==> src/rtl/ofm_readback_if.sv <==
// Output element stream of the OFM readback block.
// Master drives data/valid/last; slave drives ready.
interface ofm_readback_if #(
    parameter int DATA_WIDTH = 64
) ();
    logic [DATA_WIDTH-1:0] m_data;
    logic                  m_valid;
    logic                  m_ready;
    logic                  m_last;

    modport master (
        output m_data,
        output m_valid,
        output m_last,
        input  m_ready
    );

    modport slave (
        input  m_data,
        input  m_valid,
        input  m_last,
        output m_ready
    );
endinterface

==> src/rtl/ofm_readback.sv <==
// Streams the final-layer OFM out of the OFM RAM as DATA_WIDTH elements.
// Optional running checksum enabled by defining OFM_RDBK_CHECKSUM_EN.
module ofm_readback #(
    parameter int DATA_WIDTH   = 64,
    parameter int INOUT_WIDTH  = 1024,
    parameter int OFM_RAM_SIZE = 2378675,
    parameter int BASE_ADDR    = 526912,
    parameter int NUM_ELEM     = 256
) (
    input  logic                            clk,
    input  logic                            rst_n,
    input  logic                            start,
    output logic                            busy,
    output logic                            done,
    output logic                            ram_rd_en,
    output logic [$clog2(OFM_RAM_SIZE)-1:0] ram_rd_addr,
    input  logic [INOUT_WIDTH-1:0]          ram_rd_data,
    ofm_readback_if.master                  m,
    output logic [DATA_WIDTH-1:0]           checksum
);
    localparam int LANES = INOUT_WIDTH / DATA_WIDTH;
    localparam int AW    = $clog2(OFM_RAM_SIZE);
    localparam int LW    = $clog2(LANES);
    localparam int CW    = $clog2(NUM_ELEM + 1);

    typedef enum logic [2:0] {
        IDLE,
        READ,
        WAIT,
        STREAM,
        DONE
    } state_t;

    state_t                 state;
    state_t                 state_nxt;
    logic [CW-1:0]          elem_cnt;
    logic [LW-1:0]          lane;
    logic [AW-1:0]          line_addr;
    logic [INOUT_WIDTH-1:0] line_q;
    logic                   hs;
    logic                   is_last;
    logic                   lane_end;

    assign hs       = (state == STREAM) && m.m_ready;
    assign is_last  = (elem_cnt == CW'(NUM_ELEM - 1));
    assign lane_end = (lane == LW'(LANES - 1));

    always_ff @(posedge clk) begin
        if (!rst_n) begin
            state     <= IDLE;
            elem_cnt  <= '0;
            lane      <= '0;
            line_addr <= AW'(BASE_ADDR);
            line_q    <= '0;
        end else begin
            state <= state_nxt;
            unique case (state)
                IDLE: begin
                    elem_cnt  <= '0;
                    line_addr <= AW'(BASE_ADDR);
                end
                WAIT: begin
                    line_q <= ram_rd_data;
                    lane   <= '0;
                end
                STREAM: begin
                    if (hs) begin
                        elem_cnt <= elem_cnt + CW'(1);
                        lane     <= lane + LW'(1);
                        if (lane_end && !is_last)
                            line_addr <= line_addr + AW'(LANES);
                    end
                end
                default: ;
            endcase
        end
    end

    always_comb begin
        state_nxt = state;
        unique case (state)
            IDLE:   if (start) state_nxt = READ;
            READ:   state_nxt = WAIT;
            WAIT:   state_nxt = STREAM;
            STREAM: begin
                if (hs) begin
                    if (is_last)
                        state_nxt = DONE;
                    else if (lane_end)
                        state_nxt = READ;
                end
            end
            DONE:   state_nxt = IDLE;
            default: state_nxt = IDLE;
        endcase
    end

    // Outputs are pure state decodes so a reset zeroes them on the next cycle.
    assign busy        = (state == READ) || (state == WAIT) || (state == STREAM);
    assign done        = (state == DONE);
    assign ram_rd_en   = (state == READ);
    assign ram_rd_addr = ram_rd_en ? line_addr : '0;
    assign m.m_valid   = (state == STREAM);
    assign m.m_last    = (state == STREAM) && is_last;
    assign m.m_data    = (state == STREAM) ?
                         line_q[lane*DATA_WIDTH +: DATA_WIDTH] : '0;

`ifdef OFM_RDBK_CHECKSUM_EN
    logic [DATA_WIDTH-1:0] csum;

    always_ff @(posedge clk) begin
        if (!rst_n)
            csum <= '0;
        else if ((state == IDLE) && start)
            csum <= '0;
        else if (hs)
            csum <= csum + m.m_data;
    end

    assign checksum = csum;
`else
    assign checksum = '0;
`endif

endmodule

==> src/flat_wrapper.sv <==
// flat-port wrapper written by rule: the top's interface ports become plain ports
module ofm_readback_flat 
#(
    parameter int DATA_WIDTH   = 64,
    parameter int INOUT_WIDTH  = 1024,
    parameter int OFM_RAM_SIZE = 2378675,
    parameter int BASE_ADDR    = 526912,
    parameter int NUM_ELEM     = 256
)
  (clk, rst_n, start, busy, done, ram_rd_en, ram_rd_addr, ram_rd_data, checksum, m_m_data, m_m_valid, m_m_last, m_m_ready);
  ofm_readback_if #(.DATA_WIDTH(DATA_WIDTH)) m_i ();
  input  logic clk;
  input  logic rst_n;
  input  logic start;
  output logic busy;
  output logic done;
  output logic ram_rd_en;
  output logic [$clog2(OFM_RAM_SIZE)-1:0] ram_rd_addr;
  input  logic [INOUT_WIDTH-1:0] ram_rd_data;
  output logic [DATA_WIDTH-1:0] checksum;
  output wire logic [$bits(m_i.m_data)-1:0] m_m_data;
  output wire logic [$bits(m_i.m_valid)-1:0] m_m_valid;
  output wire logic [$bits(m_i.m_last)-1:0] m_m_last;
  input wire logic [$bits(m_i.m_ready)-1:0] m_m_ready;
  assign m_m_data = m_i.m_data;
  assign m_m_valid = m_i.m_valid;
  assign m_m_last = m_i.m_last;
  assign m_i.m_ready = m_m_ready;
  ofm_readback #(.DATA_WIDTH(DATA_WIDTH), .INOUT_WIDTH(INOUT_WIDTH), .OFM_RAM_SIZE(OFM_RAM_SIZE), .BASE_ADDR(BASE_ADDR), .NUM_ELEM(NUM_ELEM)) u_core (.clk(clk), .rst_n(rst_n), .start(start), .busy(busy), .done(done), .ram_rd_en(ram_rd_en), .ram_rd_addr(ram_rd_addr), .ram_rd_data(ram_rd_data), .m(m_i), .checksum(checksum));
endmodule
==> config.mk <==
export PLATFORM = sky130hd
export DESIGN_NAME = ofm_readback_flat
export DESIGN_NICKNAME = d
export VERILOG_FILES = /design/src/rtl/ofm_readback_if.sv /design/src/rtl/ofm_readback.sv /design/src/flat_wrapper.sv
export SDC_FILE = /design/constraint.sdc
export NUM_CORES = 2
export LEC_CHECK = 0
export CORE_AREA = 2 2 466 468
export DETAILED_ROUTE_END_ITERATION = 8
export DIE_AREA = 0 0 468 470
export PLACE_DENSITY_LB_ADDON = 0.3
export SLEW_MARGIN = 20
export SYNTH_ARGS = -nofsm -noshare
export SYNTH_HDL_FRONTEND = slang
export SYNTH_SLANG_ARGS = --single-unit
==> constraint.sdc <==
create_clock -name clk -period 4.4 [get_ports clk]
set_input_delay 0.44 -clock clk [delete_from_list [all_inputs] [get_ports clk]]
set_output_delay 0.44 -clock clk [all_outputs]
set_load 0.02 [all_outputs]
==> flow_summary_export.csv <==
group,metric,value,unit
global_routing,gr-usage-all-layers,20.4,%
sta,clock.fmax,236,MHz
yosys,synth_area,47600,sq um
critical_path,critPathCaptureType,"output port",
yosys,yosysUniqueCellTypes,52,
die,fp.dieH,470,um
die,boundaryPins,1183,
global_routing,grt_overflow,0,
cells_and_area,seq_area,21200,sq um
yosys,ys_ff_latch,1058,
sta,worstMarginPinSlew,941,ps
routing,num_vias,42800,
clock_network,cts_tree,"done",
die,core,216000,sq um
yosys,synth_xor_area_share,0.110,%
yosys,syn_inst,5302,
yosys,yosys_warnings,0,
sta,hold_ws,182,ps
placed_design,gp_congestion,0.935,
routing,ant_nets,0,
critical_path,worstSetupStartpointType,"flip-flop",
yosys,syn_area_per_cell,8.98,sq um
pwr,irDropWorstVdd,0.376,mV
clock_network,ctsHtreeMaxLevel,4,
job,cap_violations,0,
critical_path,cp.arrival,3800,ps
critical_path,path_cells,"buf_12 -> mux4_2 -> mux2i_1 -> o22ai_1 -> clkdlybuf4s50_1",
cells_and_area,area_growth,38.5,%
yosys,muxShareOfSynthArea,14.3,%
clock_network,cts_made_buffers,131,
clock_network,cts.clk_slew.worst_paths,60,ps
sta,setup_viol,0,
cells_and_area,final_net_count,7246,
pwr,leakage,22.3,nW
global_routing,grt_start_max_net_pins,201,
yosys,synth_edf_count,0,
worst_hold_path,hp-class,"primary input to flip-flop",
cells_and_area,final_common_cell,"nand2_1",
yosys,synth_simple_gate_area_share,18.0,%
cells_and_area,drive_above_1_share,9.24,%
die,die_w,468,um
clock_network,root_buffer,"clkbuf_16",
critical_path,crit_fanout,45,
critical_path,path_class,"flip-flop to output port",
sta,rsz0062_at_grt,"false",
sta,finalCritPeriodShare,96.3,%
cells_and_area,final_util,30.6,%
yosys,synth_top_family_by_area,"compound AO/OA/AOI/OAI gates",
global_routing,grt_pass1_wl,319,mm
routing,viasPerCell,4.65,
routing,wire_per_inst,25.4,um
die,fp-row-count,171,
sta,clock_skew,16.4,ps
sta,hold_violations,0,
yosys,synth_compound_area_share,18.0,%
cells_and_area,multi_input_area,24400,sq um
critical_path,cp_slowest_cell,"dfxtp_4",
clock_network,cts.sinks,1058,
global_routing,grt_antenna_before_repair,148,
die,dieArea,220000,sq um
die,initial_core_util,22.1,%
sta,fin_tns_setup,0,ps
placed_design,placedCellCount,8932,
yosys,async_flop_share,0,%
sta,slew_headroom,35.5,%
placed_design,hpwlAfterDp,182,mm
yosys,synth_ff_type,"dfxtp_1",
sta,final.min_clock_period,4240,ps
pwr,p_per_area,379,nW/um^2
critical_path,worstPathRequired,3960,ps
placed_design,portBuffers,1114,
outcome,outcome,"finished clean",
sta,slew_violations,0,
routing,drc_errors,0,
yosys,synth_seq_area_share,44.5,%
critical_path,critical_path.max_stage_delay,730,ps
clock_network,cts.path.max_buffers,3,
routing,wl,234,mm
cells_and_area,num-fill-cells,22700,
critical_path,critPathBufInv,2,
cells_and_area,fin_cells,9204,
cells_and_area,mostFrequentLayoutCells,"nand2_1, clkdlybuf4s50_1, dfxtp_1",
clock_network,clk_latency,770,ps
routing,firstDrtPassIters,5,
global_routing,grt_pass1_vias,41700,
routing,drt_iter0_drc,3418,
yosys,yosys.area_share.adder,0.105,%
critical_path,cp_top_family,"multiplexers",
## stage by stage
stage	worst slack, ps	total power [mW]	cell area, sq um
floorplan	2130	12.3	47900
finish	164	25.0	66000
global placement	726	14.2	61500
detailed placement	733	14.3	61500
global route	34.6	26.0	65900
CTS	81.3	25.3	65900
## flip-flops by register name (all words and copies together), names as in the netlist
register / flops
u_core.elem_cnt: 9
u_core.line_addr: 18
u_core.lane: 4
u_core.line_q: 1024
u_core.state: 3
## layout make-up
cell class	instances	area share, %
well taps	2854	5.41
flip-flops and latches	1058	32.1
multi-input cells	3798	36.9
diodes	42	0.159
inverters	4	0.0228
clock buffers	189	5.85
clock inverters	38	0.647
repair buffers	1221	18.8
## kinds of logic (layout without fill, tap and decap cells)
kind of cell             Yosys count  in the layout
AND/OR/NAND/NOR                 2197           2197
AO/OA/AOI/OAI                   1155           1155
flip-flops                      1058           1058
buffers and inverters            513           1452
multiplexers                     368            368
XOR/XNOR                           6              6
adder cells (fa/ha/maj)            4              4
other                              1            110
## worst paths after layout
path / startpoint / endpoint / slack, ps / depth (start not counted)
max: u_core.lane[1]$_SDFFE_PN0P_ / m_m_data[45] / 160 / 5
min: rst_n / u_core.line_q[807]$_SDFFE_PN0P_ / 180 / 2
max reg2reg: u_core.lane[1]$_SDFFE_PN0P_ / u_core.line_addr[13]$_SDFFE_PN0P_ / 1560 / 6
min reg2reg: u_core.line_q[428]$_SDFFE_PN0P_ / u_core.line_q[428]$_SDFFE_PN0P_ / 450 / 2
## cell usage after synthesis, drive strengths merged (3+ instances only)
cell / n / area share, %
nand3: 14 / 0.15
nor3: 4 / 0.042
nor2: 20 / 0.16
a21boi: 1027 / 16
mux2i: 119 / 2.5
a221o: 7 / 0.15
o21ai: 7 / 0.074
nor4b: 7 / 0.13
a21oi: 16 / 0.17
ha: 4 / 0.11
and4: 3 / 0.055
nand4: 4 / 0.053
or3: 4 / 0.053
or4: 6 / 0.095
clkbuf: 271 / 2.1
inv: 4 / 0.032
mux4: 249 / 12
o31ai: 14 / 0.22
nor2b: 17 / 0.22
a211oi: 16 / 0.25
buf: 238 / 2.9
dfxtp: 1058 / 44
and3: 4 / 0.053
o22ai: 57 / 0.75
nand2: 2071 / 16
and2: 24 / 0.32
nand3b: 3 / 0.047
nand2b: 6 / 0.079
xnor2: 6 / 0.11
## power by group
group	total, mW	internal [mW]	switching, mW
Combinational	3.50	1.69	1.81
Clock	10.9	6.40	4.54
Sequential	10.5	10.1	0.395
Total	25.0	18.2	6.74
## metal layers
| metal | part of all wire [%] | vias up | track usage, % |
|---|---|---|---|
| li1 | - | 19700 | - |
| met1 | 44 | 20900 | 27.6 |
| met2 | 42 | 1739 | 29.6 |
| met3 | 9.8 | 415 | 7.13 |
| met4 | 3.7 | 120 | 7.83 |
| met5 | 0.32 | - | 0 |
## what timing repair did
item	CTS	global route
resized for setup	10	0
hold buffers	0	0
setup endpoints to repair	18	0
buffers inserted	3	0
No activity file was read; power rests on OpenSTA's default activity.
